<file path="src/rtl/video_pkg.sv">
// Shared video constants and types for the luma front end of the edge-detection path.
// Sync polarity lives here so every stage agrees on what "asserted" means.
package video_pkg;

  localparam int PIX_W  = 24;
  localparam int LUMA_W = 8;

  localparam int COEF_R = 77;
  localparam int COEF_G = 150;
  localparam int COEF_B = 29;
  localparam int ROUND  = 128;

  // Product widths sized for 8-bit channels times each coefficient; the
  // rounded sum tops out at 65408, so 16 bits never overflow.
  localparam int PROD_R_W = 15;
  localparam int PROD_G_W = 16;
  localparam int PROD_B_W = 13;
  localparam int SUM_W    = 16;

  localparam logic SYNC_ACTIVE = 1'b0;

  typedef struct packed {
    logic hsync;
    logic vsync;
    logic blank;
  } sync_t;

  localparam sync_t SYNC_IDLE = '{hsync: ~SYNC_ACTIVE, vsync: ~SYNC_ACTIVE, blank: 1'b1};

  function automatic logic sync_asserts(input logic prev, input logic cur);
    return (prev != SYNC_ACTIVE) && (cur == SYNC_ACTIVE);
  endfunction

endpackage

</file>
<file path="src/rtl/frame_stats.sv">
// Per-frame statistics: vsync edge detect, frame-stable threshold, bright-pixel
// count and peak luma, published with a one-cycle valid pulse at each frame start.
module frame_stats
  import video_pkg::*;
#(
  parameter int COUNT_W = 19
) (
  input  logic               clock,
  input  logic               reset,
  input  logic               i_vsync,
  input  logic               i_blank,
  input  logic               i_above,
  input  logic [LUMA_W-1:0]  i_luma,
  input  logic [LUMA_W-1:0]  i_threshold,
  output logic [LUMA_W-1:0]  o_thr_q,
  output logic [COUNT_W-1:0] o_frame_count,
  output logic [LUMA_W-1:0]  o_frame_max,
  output logic               o_stats_valid
);

  logic               r_vsync_q;
  logic               w_frame_start;
  logic               w_count_hit;
  logic [COUNT_W-1:0] r_acc_cnt;
  logic [COUNT_W-1:0] w_acc_cnt_nxt;
  logic [LUMA_W-1:0]  r_acc_max;
  logic [LUMA_W-1:0]  w_acc_max_nxt;
  logic [LUMA_W-1:0]  r_thr_q;
  logic [COUNT_W-1:0] r_frame_count;
  logic [LUMA_W-1:0]  r_frame_max;
  logic               r_stats_valid;

  always_comb begin
    // NOTE: every output of this block gets a default first so no path can infer a latch.
    w_acc_cnt_nxt = r_acc_cnt;
    w_acc_max_nxt = r_acc_max;
    w_frame_start = sync_asserts(r_vsync_q, i_vsync);
    w_count_hit   = !i_blank && i_above;
    // A pixel arriving with the frame start belongs to the new frame.
    if (w_frame_start) begin
      w_acc_cnt_nxt = w_count_hit ? COUNT_W'(1) : '0;
      w_acc_max_nxt = i_blank ? '0 : i_luma;
    end else begin
      if (w_count_hit && (r_acc_cnt != '1)) w_acc_cnt_nxt = r_acc_cnt + COUNT_W'(1);
      if (!i_blank && (i_luma > r_acc_max)) w_acc_max_nxt = i_luma;
    end
  end

  always_ff @(posedge clock) begin
    if (reset) begin
      r_vsync_q     <= ~SYNC_ACTIVE;
      r_acc_cnt     <= '0;
      r_acc_max     <= '0;
      r_thr_q       <= '0;
      r_frame_count <= '0;
      r_frame_max   <= '0;
      r_stats_valid <= 1'b0;
    end else begin
      r_vsync_q     <= i_vsync;
      r_acc_cnt     <= w_acc_cnt_nxt;
      r_acc_max     <= w_acc_max_nxt;
      r_stats_valid <= w_frame_start;
      if (w_frame_start) begin
        r_frame_count <= r_acc_cnt;
        r_frame_max   <= r_acc_max;
        r_thr_q       <= i_threshold;
      end
    end
  end

  assign o_thr_q       = r_thr_q;
  assign o_frame_count = r_frame_count;
  assign o_frame_max   = r_frame_max;
  assign o_stats_valid = r_stats_valid;

endmodule

</file>
<file path="src/rtl/rgb_to_gray.sv">
// Three-stage RGB-to-luma pipeline feeding the Sobel stage, with sync/blank
// carried alongside at matching latency and per-frame brightness statistics.
module rgb_to_gray
  import video_pkg::*;
#(
  parameter int COUNT_W = 19
) (
  input  logic               clock,
  input  logic               reset,
  input  logic [PIX_W-1:0]   pixel_in,
  input  logic               hsync_in,
  input  logic               vsync_in,
  input  logic               blank_in,
  input  logic [LUMA_W-1:0]  threshold,
  output logic [LUMA_W-1:0]  gray_out,
  output logic               hsync_out,
  output logic               vsync_out,
  output logic               blank_out,
  output logic               above_out,
  output logic [COUNT_W-1:0] frame_count,
  output logic [LUMA_W-1:0]  frame_max,
  output logic               stats_valid
);

  logic [LUMA_W-1:0]   w_r;
  logic [LUMA_W-1:0]   w_g;
  logic [LUMA_W-1:0]   w_b;
  logic [PROD_R_W-1:0] r_prod_r;
  logic [PROD_G_W-1:0] r_prod_g;
  logic [PROD_B_W-1:0] r_prod_b;
  logic [SUM_W-1:0]    r_sum;
  logic [LUMA_W-1:0]   w_sum_luma;
  logic [LUMA_W-1:0]   r_gray;
  logic                r_above;
  logic [LUMA_W-1:0]   w_thr_q;
  sync_t               w_sync_in;
  sync_t [2:0]         r_sync_d;

  assign w_r        = pixel_in[23:16];
  assign w_g        = pixel_in[15:8];
  assign w_b        = pixel_in[7:0];
  assign w_sync_in  = '{hsync: hsync_in, vsync: vsync_in, blank: blank_in};
  assign w_sum_luma = LUMA_W'(r_sum >> (SUM_W - LUMA_W));

  always_ff @(posedge clock) begin
    if (reset) begin
      r_prod_r <= '0;
      r_prod_g <= '0;
      r_prod_b <= '0;
      r_sum    <= '0;
      r_gray   <= '0;
      r_above  <= 1'b0;
      // NOTE: the sync chain resets to idle/blank so stale syncs cannot fake a frame edge.
      r_sync_d <= {3{SYNC_IDLE}};
    end else begin
      // NOTE: non-blocking assignments let every stage read last cycle's value of the previous one.
      r_prod_r <= PROD_R_W'(w_r * COEF_R);
      r_prod_g <= PROD_G_W'(w_g * COEF_G);
      r_prod_b <= PROD_B_W'(w_b * COEF_B);
      r_sum    <= SUM_W'(r_prod_r + r_prod_g + r_prod_b + ROUND);
      r_gray   <= w_sum_luma;
      r_above  <= !r_sync_d[1].blank && (w_sum_luma >= w_thr_q);
      r_sync_d <= {r_sync_d[1:0], w_sync_in};
    end
  end

  frame_stats #(
    .COUNT_W(COUNT_W)
  ) u_frame_stats (
    .clock        (clock),
    .reset        (reset),
    .i_vsync      (r_sync_d[2].vsync),
    .i_blank      (r_sync_d[2].blank),
    .i_above      (r_above),
    .i_luma       (r_gray),
    .i_threshold  (threshold),
    .o_thr_q      (w_thr_q),
    .o_frame_count(frame_count),
    .o_frame_max  (frame_max),
    .o_stats_valid(stats_valid)
  );

  assign gray_out  = r_gray;
  assign above_out = r_above;
  assign hsync_out = r_sync_d[2].hsync;
  assign vsync_out = r_sync_d[2].vsync;
  assign blank_out = r_sync_d[2].blank;

endmodule

</file>
<file path="config.mk">
export PLATFORM = sky130hd
export DESIGN_NAME = rgb_to_gray
export DESIGN_NICKNAME = d
export VERILOG_FILES = /design/src/rtl/video_pkg.sv /design/src/rtl/frame_stats.sv /design/src/rtl/rgb_to_gray.sv
export SDC_FILE = /design/constraint.sdc
export NUM_CORES = 1
export LEC_CHECK = 0
export ABC_CLOCK_PERIOD_IN_PS = 4400
export BUFFER_PORTS_ARGS = -buffer_cell sky130_fd_sc_hd__buf_2
export CAP_MARGIN = 30
export CELL_PAD_IN_SITES_DETAIL_PLACEMENT = 0
export CELL_PAD_IN_SITES_GLOBAL_PLACEMENT = 1
export CORE_MARGIN = 1.5
export CORE_UTILIZATION = 47
export DETAILED_ROUTE_END_ITERATION = 12
export PLACE_DENSITY_LB_ADDON = 0.1
export SLEW_MARGIN = 20
export SYNTH_ARGS = -nofsm -noshare
export SYNTH_HDL_FRONTEND = slang
export SYNTH_HIERARCHICAL = 1
export SYNTH_SLANG_ARGS = --single-unit
</file>
<file path="constraint.sdc">
create_clock -name clock -period 4.4 [get_ports clock]
set_input_delay 0.44 -clock clock [delete_from_list [all_inputs] [get_ports clock]]
set_output_delay 0.44 -clock clock [all_outputs]
set_load 0.005 [all_outputs]
</file>
# Word-level counts from Yosys, hierarchy flattened
# Index checks and enable logic that the tools add are counted.
# W data, S select, Z words.
[totals]
ff_bits = 142
output_inout_bits = 40
elab_cells = 49
[op_classes]
n_addsub = 4
mul = 3
magnitude_cmp = 2
eq_ne = 1
mux = 6
bitwise_logic = 1
reduce_logical = 9
[ops]
columns = ["op", "n"]
rows = [
  ["$mux W19", 2],
  ["$mul A8 B7 Y15 const B", 2],
  ["$mux W8", 3],
  ["$add A19 B1 Y19 const B", 1],
  ["$ne A19 B19 Y1 const B", 1],
  ["$add A15 B16 Y16", 1],
  ["$add A16 B13 Y16", 1],
  ["$add A16 B8 Y16 const B", 1],
  ["$mul A8 B5 Y13 const B", 1],
  ["$ge A8 B8 Y1", 1],
  ["$gt A8 B8 Y1", 1],
  ["$logic_and A1 B1 Y1", 5],
  ["$reduce_bool A2 Y1", 2],
  ["$logic_not A1 Y1", 2],
  ["$mux W1", 1],
  ["$not A1 Y1", 1],
]

# Longest topological paths before layout
# Gate-level depths: netlist (run 1).
[depth]
ltp_word = 5
depth_mapped = 14

# By module
# Netlist (run 1), hierarchy kept.
[modules_own_cells]
columns = ["mod", "n_inst", "cells_per_inst", "area_per_inst_um2", "seq_area_each_um2"]
rows = [
  ["rgb_to_gray", 1, 602, 5729.2, 1381.3],
  ["frame_stats", 1, 256, 2620.0, 1281.2],
]

# Worst setup path after synthesis (run 1)
# OpenSTA, ideal clock, no wires.
[synth_timing]
kind = "input -> register"
start = "in pixel_in[12]"
end = "reg r_prod_g[12]"
setup_time_ns = 0.128
arrival_ns = 3.384
path_slack_ns = 0.888
cell_stages = 13
n_path_buf = 0
path_cell_list = "ha_1 > ha_1 > inv_1 > fa_1 > fa_1 > inv_1 > ha_1 > a211oi_1 > inv_1 > o311a_1 > a31oi_1 > xor2_1 > nor2_1"
[synth_between]
elab_chain_cells = 1
[synth_lines]
columns = ["element", "line_no", "source"]
rows = [
  ["from (decl)", "rgb_to_gray.sv:10", "input logic [PIX_W-1:0] pixel_in,"],
  ["$mul A8 B7 Y15", "rgb_to_gray.sv:58", "r_prod_g <= PROD_G_W'(w_g * COEF_G);"],
  ["to (signal assigned)", "rgb_to_gray.sv:58", ""],
  ["to (decl)", "rgb_to_gray.sv:29", "logic [PROD_G_W-1:0] r_prod_g;"],
]
# No other way between the ends.
# A chain may end at the register's enable or synchronous reset.

# Worst setup path after layout (run 1)
# Same ends and word-level chain as after synthesis.

==> results of run 1 <==
==> power by group through the flow <==
stage	Clock, uW	Sequential, uW	Combinational [uW]
after detailed placement	0	1460	2040
after global placement	0	1460	2020
final	1400	1430	2030
after global routing	1490	1450	2350
after CTS	1440	1440	2060
after floorplan	0	1440	1620
==> how the worst max path moves through the flow <==
| stage | startpoint | to | cells after the start |
|---|---|---|---|
| 3_5_place_dp | pixel_in[12] | r_prod_g[12] | 14 |
| 6_report | pixel_in[12] | r_prod_g[12] | 14 |
| 3_3_place_gp | pixel_in[12] | r_prod_g[12] | 14 |
| 2_1_floorplan | pixel_in[12] | r_prod_g[12] | 13 |
| 4_1_cts | pixel_in[12] | r_prod_g[12] | 14 |
| 5_1_grt | pixel_in[12] | r_prod_g[12] | 14 |
==> through the flow <==
stage	area [um^2]	setup slack [ps]	hold WS, ps	total power (uW)
after floorplan	8350	888	389	3050
after global routing	9560	743	203	5290
after CTS	9560	983	198	4940
after detailed placement	8960	538	396	3500
final	9560	974	214	4870
after global placement	8960	637	398	3480
==> cell usage after synthesis (11+ instances only) <==
cell type and number:
nand3_1 12, xnor2_1 30, nand2b_1 16, a211oi_1 13, ha_1 142, a21o_1 12
xor2_1 11, or2_2 11, nand2_1 26, o21ai_0 18, mux2i_1 11, nor2b_1 27
inv_1 125, nor2_1 69, a21oi_1 34, fa_1 38, clkbuf_1 14, dfxtp_1 133
a22o_1 33
==> worst max-delay path, delay by kind of cell <==
family                     cells  cell delay, ps
buffers and inverters          4             290
adders and majority gates      5            1790
xor gates and xnor gates       1             160
AOI/OAI and AO/OA              3             960
and+or+nand+nor                1              50
==> per-layer routing <==
layer / track usage / share of wire / vias to the layer above
met4: 0.0768 / 0.023 / 0
met2: 0.333 / 0.49 / 102
met1: 0.225 / 0.46 / 2782
li1: - / - / 3068
met3: 0.0336 / 0.029 / 24
met5: 0 / 0 / -
==> layout by cell type, fill, tap and decap left out, types with 5 or more instances in the layout <==
master / count
nand4_1: 7
a211oi_1: 13
a22o_1: 33
a21o_1: 12
nand2_1: 26
dfxtp_1: 133
mux2i_1: 11
inv_1: 125
nor2b_1: 27
a21oi_1: 34
clkbuf_16: 17
buf_2: 76
xor2_1: 11
a31oi_1: 5
ha_1: 142
clkinvlp_4: 5
o21a_1: 6
nor2_1: 67
fa_1: 38
nor3_1: 10
xnor2_1: 30
nand3_1: 12
nand2b_1: 16
or2_2: 11
o21ai_0: 18
==> final cells by class <==
| class | instances | area share |
|---|---|---|
| multi-input combinational | 582 | 0.538 |
| sequential | 133 | 0.278 |
| inverter | 125 | 0.0491 |
| clock buffer | 17 | 0.0445 |
| timing repair buffer | 79 | 0.0421 |
| tap | 225 | 0.0294 |
| clock inverter | 15 | 0.0181 |
==> registers in the layout, indices dropped and copies added, names as in the netlist, 6 cells and up <==
signal,cells
u_frame_stats/r_acc_cnt,19
r_sync_d,6
gray_out,8
r_sum,8
u_frame_stats/o_frame_max,8
r_prod_r,15
r_prod_b,13
u_frame_stats/o_thr_q,8
u_frame_stats/o_frame_count,19
r_prod_g,15
u_frame_stats/r_acc_max,8
==> cell families (layout without fill, tap and decap cells) <==
| kind of cell | Yosys count | in the layout | synth area share |
|---|---|---|---|
| and+or+nand+nor | 204 | 204 | 0.130 |
| adders and majority gates | 180 | 180 | 0.304 |
| AOI/OAI and AO/OA | 145 | 145 | 0.125 |
| buffers and inverters | 143 | 236 | 0.0652 |
| DFF | 133 | 133 | 0.319 |
| xor gates and xnor gates | 41 | 41 | 0.0430 |
| muxes | 12 | 12 | 0.0145 |
==> reports/qor.csv, run 1 <==
stage,metric,value,unit
run_status,status,"finished, final reports clean",
final_layout,area of the multi-input gates,5150,um^2
worst_setup_path,CP startpoint kind,input pin,
global_route,total congestion overflow,0,
final_layout,Area Overhead vs Synth,14.5,%
power,Leak Pwr,0.00466,uW
sta,Period minus WS final,3430,ps
worst_setup_path,CP required,4680,ps
final_layout,fillcell total,1579,
worst_setup_path,Critical Path Sink Type,flop,
route,final WL,16.1,mm
power,peak supply drop,0.297,mV
placed_design,Final GP Congestion,0.835,
worst_setup_path,critical path's largest stage delay,520,ps
flow_run,max-cap violations,0,
route,DR pass1 iterations,6,
worst_setup_path,Crit Path Max Fanout,4,
power,Comb power frac,0.417,
placed_design,IO buf count,76,
die,die height,136,um
clocking,"CTS clk-pin slew, worst paths",60,ps
logic_synthesis,Yosys warnings,6,
route,DR iter-0 viols,251,
logic_synthesis,syn_nets,1075,
worst_setup_path,R2R depth,11,
sta,final hold vios,0,
clocking,hold_buf cts,0,
logic_synthesis,Syn Area/Cell,9.73,um^2
final_layout,diodes inserted,0,
worst_setup_path,crit path max-delay cell type,fa_1,
power,sequential power share,0.294,
final_layout,storage element area,2660,um^2
logic_synthesis,main area contributors after synthesis,"dfxtp_1, ha_1, fa_1, inv_1, a22o_1",
power,P_int,3130,uW
min_path,Worst Hold Launch,hsync_in,
sta,# setup viols final,0,
logic_synthesis,Yosys cell types,58,
clocking,Longest Clk Path Bufs,2,
clocking,H-tree depth,4,
final_layout,nets@finish,1155,
route,Final ANT Viol Nets,0,
logic_synthesis,share of the synthesized area in the top cell type,0.319,
global_route,vias in the first global route,6140,
logic_synthesis,Synth Register Bits,133,
sta,Worst slew margin,0.503,
logic_synthesis,share of the yosys chip area belonging to registers,0.319,
global_route,Total GRT Usage,0.189,
global_route,largest net degree at the start of global routing,50,
worst_setup_path,Crit Path Class,in -> reg,
power,Power Density,509,nW/um^2
sta,Layout Skew,8.66,ps
final_layout,final cell count without fillers,1176,
route,routed vias,5976,
sta,Max Slew Vio Count,0,
clocking,Num CTS Buffers,17,
logic_synthesis,Post-synth EDFFs,0,
global_route,first-pass GRT wire length,27.8,mm
logic_synthesis,Post-synth top flop,dfxtp_1,
logic_synthesis,cell taking the most area after synthesis,dfxtp_1,
worst_setup_path,"reg-to-reg slack, setup",1310,ps
placed_design,Placed Cells incl. Taps,1144,
power,sw power,1740,uW
power,switching part of the total power,0.357,
logic_synthesis,Mapped Area,8350,um^2
sta,unrepaired setup endpoints after global routing,no,
clocking,postcts setup bufs,0,
clocking,worst skew pair latency,420,ps
min_path,type of the worst min-delay path,in -> reg,
sta,setup TNS,0,ps
die,Rows,48,
worst_setup_path,worst path arrival time,3700,ps
route,wire length per cell,13.7,um
die,Die Span X,136,um
worst_setup_path,RR Endpoint,r_sum[13],
die,Initial Util,0.481,
sta,max frequency,292,MHz
die,boundary pin count,77,
final_layout,share of cells above drive strength 1,0.144,
placed_design,HPWL after detailed placement,12.9,mm
route,Via-to-Cell Ratio,5.08,
worst_setup_path,R2R Path Start,r_prod_r[6],
power,Clk pwr share,0.288,
sta,post-route clock period utilization,0.779,
min_path,Worst Hold Path EP,r_sync_d[2],
min_path,hold path depth,2,
die,Die ar.,18600,um^2
clocking,clk sinks,133,
clocking,post_cts resized,0,
clocking,CTS tree,built,
final_layout,Final Util,0.551,
global_route,initial antenna violation count,0,
logic_synthesis,async set-or-reset flop fraction in the synthesized netlist,0,
worst_setup_path,crit-path cells,buf_2 -> ha_1 -> ha_1 -> inv_1 -> fa_1 -> fa_1 -> inv_1 -> ha_1 -> a211oi_1 -> inv_1 -> o311a_1 -> a31oi_1 -> xor2_1 -> nor2_1,
die,Core ar.,17400,um^2
logic_synthesis,Post-Synthesis Cells,858,
route,DRC Markers,0,
sta,Worst Max-Slew Pin Slew,739,ps
clocking,clock root cell,clkbuf_16,
Power figures use the tool's default switching activity.
==> run 2: changes to the inputs <==
- ABC_CLOCK_PERIOD_IN_PS: 4400 -> 3600
- clock period: 4.4 -> 3.6 ns (I/O delays scaled with it)
==> run 2 against run 1 <==
Net effect: clock skew increased by 2.0 ps; sequential share of layout area down 0.062 points; count of clock-buffer cells in the layout rose by 2; utilization up 0.12 points; critical path type unchanged; cell area grew 0.22%; die area is the same; setup slack got worse by 680 ps; worst hold slack worse by 71 ps; highest routed layer unchanged.
==> reports/qor.csv, run 2 (synthesis results as in run 1) <==
stage,metric,value,unit
worst_setup_path,Crit Path Max Fanout,3,
route,DR pass1 iterations,4,
final_layout,"commonest non-fill, non-tap cell in the layout",ha_1,
placed_design,IO buf count,76,
power,Leak Pwr,0.00469,uW
clocking,postcts setup bufs,0,
route,routed vias,5975,
sta,Worst Max-Slew Pin Slew,794,ps
die,Core ar.,17400,um^2
clocking,clock root cell,clkbuf_16,
clocking,"CTS clk-pin slew, worst paths",60,ps
final_layout,share of cells above drive strength 1,0.152,
global_route,total congestion overflow,0,
clocking,post_cts resized,0,
die,Die Span X,136,um
clocking,hold_buf cts,0,
final_layout,fillcell total,1591,
sta,Period minus WS final,3300,ps
clocking,Longest Clk Path Bufs,2,
sta,hold slack final,143,ps
sta,Layout Skew,10.6,ps
sta,unrepaired setup endpoints after global routing,no,
worst_setup_path,Critical Path Sink Type,flop,
worst_setup_path,Crit Path Class,in -> reg,
clocking,CTS tree,built,
final_layout,most frequent cells in the layout,"ha_1, dfxtp_1, inv_1",
worst_setup_path,R2R depth,11,
die,Die ar.,18600,um^2
sta,setup TNS,0,ps
final_layout,final instance area,9580,um^2
route,Via-to-Cell Ratio,5.04,
sta,final hold vios,0,
final_layout,nets@finish,1164,
clocking,H-tree depth,4,
sta,Max Slew Vio Count,0,
global_route,first-pass GRT wire length,27.8,mm
sta,post-route clock period utilization,0.917,
worst_setup_path,CP required,3860,ps
die,Rows,48,
clocking,Num CTS Buffers,17,
sta,Worst slew margin,0.470,
power,peak supply drop,0.307,mV
final_layout,diodes inserted,0,
placed_design,HPWL after detailed placement,12.8,mm
global_route,initial antenna violation count,0,
die,Initial Util,0.481,
route,DR iter-0 viols,255,
placed_design,Placed Area,9030,um^2
die,boundary pin count,77,
global_route,Total GRT Usage,0.186,
run_status,status,"finished, final reports clean",
min_path,type of the worst min-delay path,in -> reg,
placed_design,Final GP Congestion,0.864,
sta,# setup viols final,0,
worst_setup_path,worst path arrival time,3570,ps
sta,max frequency,303,MHz
flow_run,max-cap violations,0,
route,wire length per cell,13.5,um
min_path,hold path depth,2,
clocking,worst skew pair latency,410,ps
final_layout,Area Overhead vs Synth,14.8,%
power,total power,5850,uW
die,die height,136,um
route,DRC Markers,0,
worst_setup_path,CP startpoint kind,input pin,
route,Final ANT Viol Nets,0,
route,final WL,16.0,mm
final_layout,Final Util,0.552,
power,Power Density,610,nW/um^2
global_route,largest net degree at the start of global routing,85,
global_route,vias in the first global route,6231,
clocking,clk sinks,133,
run 2: power breakdown:
group	switching (uW)	internal [uW]	leakage, uW
combinational	1360	1150	0.00333
sequential	87.4	1660	0.00109
clock	666	922	0.000266
run 2: area by class of cell:
class                      count  area, um^2  share of cell area
inverter                     125         469              0.0490
clock buffer                  19         453              0.0473
clock inverter                13        98.8              0.0103
multi-input combinational    582        5150               0.537
sequential                   133        2660               0.278
tap                          225         282              0.0294
timing repair buffer          88         470              0.0491
run 2: worst max-delay path, cell delays in order:
cell	delay (ps)
buf_2	100
ha_1	290
ha_1	280
inv_1	50
fa_1	490
fa_1	510
inv_1	40
ha_1	200
a211oi_1	350
inv_1	80
o311a_1	380
a31oi_1	210
xor2_1	170
nor2_1	50
run 2: final timing paths:
path	start	to	slack, ps
max reg2reg	r_prod_r[6]	r_sum[13]	540
min	hsync_in	r_sync_d[2]	140
min reg2reg	r_sync_d[2]	r_sync_d[5]	410
max	pixel_in[12]	r_prod_g[12]	300
run 2: metrics by stage:
step,worst slack [ps],instances
6_report,298,1185
3_5_place_dp,-137,1153
5_1_grt,78.6,1185
2_1_floorplan,168,858
3_3_place_gp,-34.3,1153
4_1_cts,298,1185
run 2: layer usage:
layer	up-vias	track usage	wire length [um]
met5	-	0	0
met4	0	0.0567	189
met3	13	0.0306	396
met2	78	0.343	8050
met1	2807	0.219	7370
li1	3077	-	-
==> run 3: changes to the inputs <==
- ABC_CLOCK_PERIOD_IN_PS: 3600 -> 4200
- CORE_UTILIZATION: 47 -> 51
- clock period: 3.6 -> 4.2 ns (I/O delays scaled with it)
==> run 3 against run 2 <==
Net effect: first-iteration DRC count down 20%; sequential cell count unchanged; die area down 7.7%; sequential power down 14%; routed wire length up 1.1%; utilization up 5.0 points; combinational power down 14%; final cell count down 1.4%; register-to-register slack better by 550 ps.
==> reports/qor.csv, run 3 (synthesis results as in run 1) <==
stage,metric,value,unit
run_status,status,"finished, final reports clean",
clocking,CTS tree,built,
route,wire length per cell,13.8,um
clocking,Num CTS Buffers,17,
sta,hold slack final,198,ps
clocking,"CTS clk-pin slew, worst paths",60,ps
worst_setup_path,CP startpoint kind,input pin,
worst_setup_path,crit-path cells,buf_2 -> ha_1 -> ha_1 -> inv_1 -> fa_1 -> fa_1 -> inv_1 -> ha_1 -> a211oi_1 -> inv_1 -> o311a_1 -> a31oi_1 -> xor2_1 -> nor2_1,
final_layout,nets@finish,1156,
power,Power Density,547,nW/um^2
route,Final ANT Viol Nets,0,
power,sw power,1830,uW
worst_setup_path,Crit Path Class,in -> reg,
placed_design,pre-CTS setup slack,343,ps
global_route,total congestion overflow,0,
clocking,H-tree depth,4,
final_layout,fillcell total,1414,
worst_setup_path,Critical Path Sink Type,flop,
sta,Worst slew margin,0.422,
route,DR iter-0 viols,204,
flow_run,max-cap violations,0,
global_route,first-pass GRT wire length,27.8,mm
final_layout,most frequent cells in the layout,"ha_1, dfxtp_1, inv_1",
power,P_int,3420,uW
final_layout,Area Overhead vs Synth,15.0,%
sta,setup TNS,0,ps
worst_setup_path,CP Buf/Inv Count,4,
power,switching part of the total power,0.348,
min_path,type of the worst min-delay path,in -> reg,
die,die height,131,um
sta,max frequency,293,MHz
global_route,largest net degree at the start of global routing,47,
die,Rows,46,
route,routed vias,6048,
global_route,Total GRT Usage,0.207,
placed_design,Final GP Congestion,0.801,
placed_design,Placed Area,8960,um^2
placed_design,IO buf count,76,
route,Via-to-Cell Ratio,5.18,
sta,Max Slew Vio Count,0,
final_layout,Final Util,0.602,
worst_setup_path,"CP delay by family, top",adder cells,
route,DRC Markers,0,
final_layout,diodes inserted,0,
sta,Worst Max-Slew Pin Slew,866,ps
final_layout,share of cells above drive strength 1,0.145,
sta,Period minus WS final,3410,ps
worst_setup_path,worst path arrival time,3690,ps
sta,Layout Skew,4.77,ps
power,Comb power frac,0.413,
die,Core ar.,15900,um^2
clocking,clk sinks,133,
sta,Final WS setup,790,ps
worst_setup_path,crit path max-delay cell type,fa_1,
die,Die Span X,131,um
clocking,clock root cell,clkbuf_16,
power,peak supply drop,0.284,mV
die,Initial Util,0.524,
route,DR pass1 iterations,4,
clocking,Longest Clk Path Bufs,2,
placed_design,HPWL after detailed placement,12.9,mm
route,final WL,16.2,mm
clocking,post_cts resized,0,
final_layout,final instance area,9600,um^2
clocking,postcts setup bufs,0,
sta,unrepaired setup endpoints after global routing,no,
worst_setup_path,critical path's largest stage delay,520,ps
clocking,hold_buf cts,0,
die,boundary pin count,77,
power,Leak Pwr,0.00470,uW
sta,post-route clock period utilization,0.812,
worst_setup_path,Crit Path Max Fanout,4,
sta,final hold vios,0,
final_layout,"commonest non-fill, non-tap cell in the layout",ha_1,
die,Die ar.,17100,um^2
clocking,worst skew pair latency,420,ps
sta,# setup viols final,0,
global_route,initial antenna violation count,0,
power,Clk pwr share,0.301,
global_route,vias in the first global route,6047,
worst_setup_path,CP required,4480,ps
power,sequential power share,0.286,
[run 3: cell count changes in the layout (fill, tap and decap cells not counted)]
cell        change
inv_6           +1
clkbuf_8        -1
buf_4           -8
bufinv_16       +4
clkinv_4        -1
clkinv_2        -1
clkinvlp_4      -2
[run 3: final timing paths]
check	start	to	slack, ps	cells after the start
hold / removal	hsync_in	r_sync_d[2]	200	2
hold reg to reg	r_sync_d[1]	r_sync_d[4]	420	1
setup / recovery	pixel_in[12]	r_prod_g[14]	790	14
setup reg to reg	r_prod_r[6]	r_sum[13]	1090	11
[run 3: metal layers]
metal	share of wire	vias to the layer above	global-route usage	wire, um
met5	0	-	0	0
met4	0.017	0	0.0743	281
met3	0.029	24	0.0387	467
met2	0.50	112	0.369	8110
met1	0.45	2833	0.248	7310
li1	-	3079	-	-
[run 3: power groups by stage]
stage	Clock (uW)	Sequential (uW)	Combinational, uW
CTS	1610	1510	2190
floorplan	0	1510	1690
global route	1680	1520	2500
global placement	0	1530	2110
finish	1580	1500	2170
detailed placement	0	1530	2150
[run 3: metrics by stage]
step	total power [uW]	cells
floorplan	3200	858
global placement	3640	1136
detailed placement	3680	1136
CTS	5300	1168
global route	5690	1168
finish	5250	1168
[run 3: worst register-to-register path: stages (launching register included)]
cell,delay [ps]
dfxtp_1,320
inv_1,70
fa_1,410
inv_1,80
fa_1,420
ha_1,350
and3_1,230
and2_4,150
a221oi_4,300
o21bai_1,140
a21oi_1,180
mux2_1,350
[run 3: area by class of cell]
type	instances	area, um^2	share of cell area
clock buffer	18	439	0.0458
clock inverter	14	199	0.0207
inverter	125	469	0.0489
multi-input combinational	582	5150	0.536
sequential	133	2660	0.277
tap	216	270	0.0282
timing repair buffer	80	410	0.0428
